**src/rtl/mem_arb_pkg.sv**
```systemverilog
// Shared types for the unified-memory port arbiter: FSM states, grant encoding
// and the latency counter width.
package mem_arb_pkg;

   localparam int unsigned CNT_W = 4;

   typedef enum logic [1:0] {
      IDLE,
      ACCESS,
      WAIT,
      RESP
   } state_t;

   typedef enum logic {
      GNT_I,
      GNT_D
   } grant_t;

endpackage

```
**src/rtl/rr_arb2.sv**
```systemverilog
// Two-way round-robin arbiter: combinational one-hot grant (bit0 = I, bit1 = D)
// with a registered record of the last winner.
module rr_arb2
   import mem_arb_pkg::*;
(
   input  logic       Clk,
   input  logic       Reset,
   input  logic [1:0] req,
   input  logic       update,
   output logic [1:0] gnt
);

   grant_t last_grant;

   // On a tie, the port that did not win last time goes first.
   always_comb begin
      gnt = 2'b00;
      case (req)
         2'b01:   gnt = 2'b01;
         2'b10:   gnt = 2'b10;
         2'b11:   gnt = (last_grant == GNT_I) ? 2'b10 : 2'b01;
         default: gnt = 2'b00;
      endcase
   end

   always_ff @(posedge Clk or posedge Reset) begin
      if (Reset) begin
         last_grant <= GNT_I;
      end else if (update && (gnt != 2'b00)) begin
         last_grant <= gnt[1] ? GNT_D : GNT_I;
      end
   end

endmodule

```
**src/rtl/mem_port_arbiter.sv**
```systemverilog
// Sequences the single-port fixed-latency unified memory between the
// instruction-fetch and data ports using req/ack handshakes.
module mem_port_arbiter
   import mem_arb_pkg::*;
#(
   parameter int unsigned AW  = 32,
   parameter int unsigned DW  = 32,
   parameter int unsigned LAT = 2
) (
   input  logic          Clk,
   input  logic          Reset,
   input  logic          IReq,
   input  logic [AW-1:0] IAddr,
   output logic          IAck,
   input  logic          DReq,
   input  logic          DWe,
   input  logic [AW-1:0] DAddr,
   input  logic [DW-1:0] DWdata,
   output logic          DAck,
   output logic [DW-1:0] RData,
   output logic [AW-1:0] MemAddr,
   output logic          MemWrite,
   output logic [DW-1:0] MemWdata,
   input  logic [DW-1:0] MemRdata,
   output logic          Busy
);

   if (LAT < 1 || LAT > 15) begin : g_bad_lat
      $error("mem_port_arbiter: LAT must be within 1..15");
   end

   state_t           state;
   state_t           state_nx;
   grant_t           grant;
   logic             we;
   logic [CNT_W-1:0] cnt;
   logic [1:0]       gnt;
   logic             start;
   logic             iack_nx;
   logic             dack_nx;
   logic             mem_write_nx;
   logic             busy_nx;

   assign start = (state == IDLE) && (IReq || DReq);

   rr_arb2 u_rr_arb2 (
      .Clk    (Clk),
      .Reset  (Reset),
      .req    ({DReq, IReq}),
      .update (start),
      .gnt    (gnt)
   );

   always_ff @(posedge Clk or posedge Reset) begin
      if (Reset) begin
         state <= IDLE;
      end else begin
         state <= state_nx;
      end
   end

   always_comb begin
      state_nx = state;
      case (state)
         IDLE:    if (IReq || DReq) state_nx = ACCESS;
         ACCESS:  state_nx = we ? RESP : WAIT;
         WAIT:    if (cnt == '0) state_nx = RESP;
         RESP:    state_nx = IDLE;
         default: state_nx = IDLE;
      endcase
   end

   // Next values of the registered handshake/strobe outputs.
   always_comb begin
      iack_nx      = 1'b0;
      dack_nx      = 1'b0;
      mem_write_nx = 1'b0;
      busy_nx      = (state_nx != IDLE);
      if (state_nx == RESP) begin
         iack_nx = (grant == GNT_I);
         dack_nx = (grant == GNT_D);
      end
      if (start && gnt[1]) begin
         mem_write_nx = DWe;
      end
   end

   always_ff @(posedge Clk or posedge Reset) begin
      if (Reset) begin
         grant    <= GNT_I;
         we       <= 1'b0;
         cnt      <= '0;
         IAck     <= 1'b0;
         DAck     <= 1'b0;
         MemWrite <= 1'b0;
         Busy     <= 1'b0;
         MemAddr  <= '0;
         MemWdata <= '0;
         RData    <= '0;
      end else begin
         IAck     <= iack_nx;
         DAck     <= dack_nx;
         MemWrite <= mem_write_nx;
         Busy     <= busy_nx;
         if (start) begin
            grant   <= gnt[1] ? GNT_D : GNT_I;
            we      <= gnt[1] & DWe;
            MemAddr <= gnt[1] ? DAddr : IAddr;
            if (gnt[1]) begin
               MemWdata <= DWdata;
            end
         end
         if (state == ACCESS && !we) begin
            cnt <= CNT_W'(LAT - 1);
         end else if (state == WAIT) begin
            if (cnt == '0) begin
               RData <= MemRdata;
            end else begin
               cnt <= cnt - CNT_W'(1);
            end
         end
      end
   end

endmodule

```
**config.mk**
```make
export PLATFORM = sky130hd
export DESIGN_NAME = mem_port_arbiter
export DESIGN_NICKNAME = d
export VERILOG_FILES = /design/src/rtl/mem_arb_pkg.sv /design/src/rtl/rr_arb2.sv /design/src/rtl/mem_port_arbiter.sv
export SDC_FILE = /design/constraint.sdc
export NUM_CORES = 1
export LEC_CHECK = 0
export BUFFER_PORTS_ARGS = -buffer_cell sky130_fd_sc_hd__buf_2
export CORE_MARGIN = 5
export CORE_UTILIZATION = 49
export CTS_BUF_LIST = sky130_fd_sc_hd__clkbuf_2 sky130_fd_sc_hd__clkbuf_4 sky130_fd_sc_hd__clkbuf_8
export DETAILED_ROUTE_END_ITERATION = 8
export PLACE_DENSITY_LB_ADDON = 0.3
export SLEW_MARGIN = 20
export SYNTH_ARGS = -nofsm -noshare
export SYNTH_HDL_FRONTEND = slang
export SYNTH_SLANG_ARGS = --single-unit
```
**constraint.sdc**
```tcl
create_clock -name Clk -period 4.9 [get_ports Clk]
set_input_delay 0.49 -clock Clk [delete_from_list [all_inputs] [get_ports Clk]]
set_output_delay 0.49 -clock Clk [all_outputs]
set_load 0.03 [all_outputs]
```
== After elaboration in Yosys (flattened, before gate mapping) ==
Index checks and enable logic that the tools add are counted.
W data, S select, Z words.
Storage, ports and cells
  bits in registers: 109
  bits in latches: 0
  bits in writable memories: 0
  ROM bits: 0
  input bits: 133
  output and inout port bits: 100
  logic and storage cells: 52
  memories kept: 0
Operators by class
  $add $sub $neg: 1
  $mul: 0
  divide/modulo/power cells: 0
  magnitude comparators: 0
  equal/unequal tests: 8
  shift-type cells: 0
  mux-type cells: 14
  bitwise gates (word level): 3
  reduce and logical (&&, ||, !) cells: 14
Operators by type and width (number)
  $mux W32: 1
  $mux W4: 3
  $eq A2 B2 Y1 const B: 5
  $pmux W2 S4: 1
  $mux W2: 3
  $pmux W2 S3: 1
  $reduce_bool A2 Y1: 3
  $mux W1: 5
  $eq A2 B1 Y1 const B: 2
  $logic_and A1 B1 Y1: 4
  $logic_not A4 Y1: 1
  $reduce_and A2 Y1: 2
  $sub A4 B1 Y4 const B: 1
  $reduce_and A3 Y1: 1
  $logic_not A2 Y1: 1
  $ne A2 B2 Y1 const B: 1
  $not A1 Y1: 2
  $and A1 B1 Y1: 1
  $logic_not A1 Y1: 1
  $logic_or A1 B1 Y1: 1

== Depth between registers and ports, before layout ==
  depth in word-level cells: 5
  depth in mapped cells: 6

== By module ==
A second synthesis with hierarchy kept.
Unflattened totals
  cell total of the unflattened synthesis: 336
  area total of the unflattened synthesis: 4480.5 um^2
By module, submodules not included
  mem_port_arbiter: instances 1, cells each 329, area an instance 4421.7 um^2, sequential area each 2702.6 um^2
  rr_arb2: instances 1, cells each 7, area an instance 58.8 um^2, sequential area each 25.0 um^2

== Least setup slack after synthesis ==
OpenSTA, ideal clock, no wires.
  path kind: flip-flop to flip-flop
  start: register state[0]
  end: register RData[19]
  library setup time: 0.125 ns
  arrival: 1.613 ns
  setup slack: 3.163 ns
  cell stages (with the launch flop): 7
  buffers on the path: 1
  cell sequence: dfrtp_1 > inv_1 > ha_1 > nand2_1 > nor3_2 > buf_4 > mux2_2
On the way
  longest elaborated chain between the ends: 4
Ends and longest elaborated chain
  start: declaration: line mem_port_arbiter.sv:32  | state_t state;
  start signal: assignment: line mem_port_arbiter.sv:58  | state <= state_nx;
  $eq A2 B1 Y1: line mem_port_arbiter.sv:113  | if (state == ACCESS && !we) begin
  $logic_and A1 B1 Y1: line mem_port_arbiter.sv:113
  $not A1 Y1 (no line)
  $reduce_and A3 Y1 (no line) (*)
  end signal: assignment: line mem_port_arbiter.sv:117  | RData <= MemRdata;
  end: declaration: line mem_port_arbiter.sv:20  | output logic [DW-1:0] RData,
Every way passes the cells marked *; elsewhere a longest branch is shown, timed or not.
A chain may end at the register's enable or synchronous reset.

== Worst setup path in the final report ==
  start: register u_rr_arb2.last_grant
  end: register MemWdata[24]
On the way
  longest elaborated chain between the ends: 3
Ends and longest elaborated chain
  start: declaration: line rr_arb2.sv:13  | grant_t last_grant;
  start signal: assignment: line rr_arb2.sv:30  | last_grant <= gnt[1] ? GNT_D : GNT_I;
  $mux W2: line rr_arb2.sv:21  | 2'b11: gnt = (last_grant == GNT_I) ? 2'b10 : 2'b01;
  $pmux W2 S3: line rr_arb2.sv:18  | case (req)
  $reduce_and A2 Y1 (no line)
  end signal: assignment: line mem_port_arbiter.sv:110  | MemWdata <= DWdata;
  end: declaration: line mem_port_arbiter.sv:23  | output logic [DW-1:0] MemWdata,
Every way passes these cells.

==> impl_metrics.tcl <==
set metrics [dict create \
    fp.dieArea_um2 11000 \
    async_flop_share_pct 100 \
    cp-endpoint "MemWdata[24]$_DFFE_PP0P_" \
    synthCells 364 \
    place_congestion 0.874 \
    grt_pass1_wl_um 18400 \
    wl_um 11200 \
    vias_per_cell 5.05 \
    drtIter0Drc 165 \
    reg2reg_to "MemWdata[24]$_DFFE_PP0P_" \
    layout_commonest_cell "buf_2" \
    r2r_cells 3 \
    crit_family "compound AO/OA/AOI/OAI gates" \
    fp.dieW_um 105 \
    setup_viol 0 \
    final_cell_mix "232 x buf_2, 109 x dfrtp_1, 68 x a21oi_1" \
    tightest_slew_ns 0.860 \
    hold_buffers 0 \
    synth_cell_types 31 \
    period_needed_ns 2.49 \
    numClockSinks 109 \
    min_period_over_period_pct 50.7 \
    avgSynthCellArea_um2 12.1 \
    worstPathArrival_ns 2.71 \
    crit_fanout 34 \
    holdWs_ns 0.306 \
    ff2ff_setup_slack_ns 2.41 \
    synth_top_flop_cell "dfrtp_1" \
    fmax_mhz 402 \
    synth_area_um2 4420 \
    antennaDiodeCount 0 \
    syn_nets 502 \
    antenna_found_initial 0 \
    endpoint_kind "register" \
    die_h_um 105 \
    cap_violations 0 \
    start_util_pct 50.5 \
    grt_max_degree 72 \
    critical_path.startpoint_type "register" \
    synth_edf_count 0 \
    power_frac_comb_pct 51.2 \
    yosysWarnings 0 \
    fin_util_pct 67.1 \
    clk_pin_slew_worst_paths_ns 0.11 \
    r2r_start "u_rr_arb2.last_grant$_DFFE_PP0P_" \
    post-dp-hpwl_um 8580 \
    num_rows 34 \
    gr-usage-all-layers_pct 20.3 \
    wl_per_cell_um 15.9 \
    io_buffers 232 \
    required_ns 5.13 \
    worstPathCellList "a21boi_4, nand2_2, mux2_1" \
    slew_violations 0 \
    coreArea_um2 8760 \
    ios 233 \
    num_vias 3559 \
    crit_buf_inv 0 \
    p_per_area_nw_per_um2 750 \
    skew_ns 0.0192 \
    dp_slack_ns 2.16 \
    critPathKind "register to register" \
    cts_resized 0 \
    power_switching_w 0.00203 \
    clock_insertion_delay_worst_skew_ns 0.35 \
    p_leak_nw 2.97 \
    p_int_w 0.00237 \
    worstHoldPathType "primary input to asynchronous set/reset pin" \
    critPathLaunch "u_rr_arb2.last_grant$_DFFE_PP0P_" \
    outcome "finished, final reports clean" \
    htreeDepth 3 \
    layout.nets 730 \
    cp_num_cells 3 \
    grt_pass1_vias 3720 \
    final_hold_viol_count 0 \
    dr.pass1.iters 4 \
    postRouteAntennaNets 0 \
    total_power_w 0.00441 \
    switching_share_pct 46.2 \
    yosysSeqAreaShare_pct 61.7 \
    cts_tree "yes" \
    max_stage_delay_ns 0.70 \
    rsz0062_at_grt "false" \
    ys_seq_elements 109 \
    post_cts_buffers 0 \
    syn_to_final_growth_pct 33.0 \
    cts_root_buf "clkbuf_8" \
    seqPwrFrac_pct 36.1 \
    cts_buffers 9 \
    clockPowerShare_pct 12.7 \
    route.detailed.drc 0 \
    peakVddDrop_uv 398 \
    drive_gt1_share_pct 49.6 \
    clockBufferDepth 2 \
    slowest_stage "a21boi_4" \
    maxSlewHeadroom_pct 42.5 \
    tns_ns 0 \
    grt_remaining_overflow 0 \
    fin_ws_ns 2.41 \
]
logic make-up (layout without fill, tap and decap cells):
logic type                 count (synthesis)  after routing  synth area share (%)
AOI/OAI and AO/OA                         78             78                  9.85
adders and majority gates                  5              5                  1.41
buffers and inverters                     23            256                  2.35
DFF                                      109            109                  61.7
muxes                                     64             64                  16.3
and+or+nand+nor                           85             85                  8.40
worst register-to-register path, stage by stage, from the launching register on:
cell	delay [ns]
dfrtp_1	0.43
a21boi_4	0.70
nand2_2	0.69
mux2_1	0.55
power groups by stage:
stage	clock network, W	registers, W	logic, W
after floorplan	0	0.00242	0.000768
after global placement	0	0.00159	0.00222
after detailed placement	0	0.00160	0.00229
after CTS	0.000575	0.00159	0.00228
after global routing	0.000610	0.00165	0.00243
final	0.000559	0.00159	0.00226
per-layer routing:
metal | routed length [um] | global-route usage (%)
met5 | 0 | 0
met4 | 155 | 6.12
met3 | 1090 | 5.86
met2 | 5480 | 33.2
met1 | 4470 | 26.1
how the worst min path moves through the flow:
| stage | start | endpoint | slack, ns | cells after the start |
|---|---|---|---|---|
| floorplan | grant$_DFFE_PP0N_ | grant$_DFFE_PP0N_ | 0.45 | 2 |
| global placement | RData[0]$_DFFE_PP0P_ | RData[0]$_DFFE_PP0P_ | 0.46 | 1 |
| detailed placement | RData[24]$_DFFE_PP0P_ | RData[24]$_DFFE_PP0P_ | 0.47 | 1 |
| CTS | Reset | MemWdata[19]$_DFFE_PP0P_ | 0.32 | 2 |
| global route | DWdata[5] | MemWdata[5]$_DFFE_PP0P_ | 0.33 | 2 |
| finish | Reset | RData[7]$_DFFE_PP0P_ | 0.31 | 2 |
cell usage after synthesis (2+ instances only):
cell type  count  area [um^2]
mux2_1        30          338
nand2_1       38          143
nor4b_1        2         17.5
a21oi_1       68          340
buf_2          5         25.0
a211oi_1       3         22.5
dfrtp_1      109         2730
nor2_1        34          128
buf_4          3         22.5
mux2_2        34          383
ha_1           5         62.6
and3_1         2         12.5
inv_1          5         18.8
clkbuf_1       9         33.8
flip-flops by register name, summed over array words and instances, names as in the netlist:
register / count
state: 2
MemWdata: 32
MemWrite: 1
Busy: 1
RData: 32
MemAddr: 32
grant: 1
DAck: 1
cnt: 4
IAck: 1
we: 1
u_rr_arb2.last_grant: 1
layout make-up:
cell class | count | area [um^2]
sequential | 109 | 2730
timing repair buffer | 235 | 1180
clock buffer | 11 | 145
inverter | 5 | 21.3
multi-input combinational | 232 | 1600
clock inverter | 5 | 65.1
tap | 108 | 135
fill | 687 | 2880
per-stage QoR:
| step | std cells | cell area (um^2) |
|---|---|---|
| after floorplan | 364 | 4420 |
| after global placement | 689 | 5670 |
| after detailed placement | 689 | 5670 |
| after CTS | 705 | 5880 |
| after global routing | 705 | 5880 |
| final | 705 | 5880 |
Note: power is estimated with default switching activity, not from simulation.
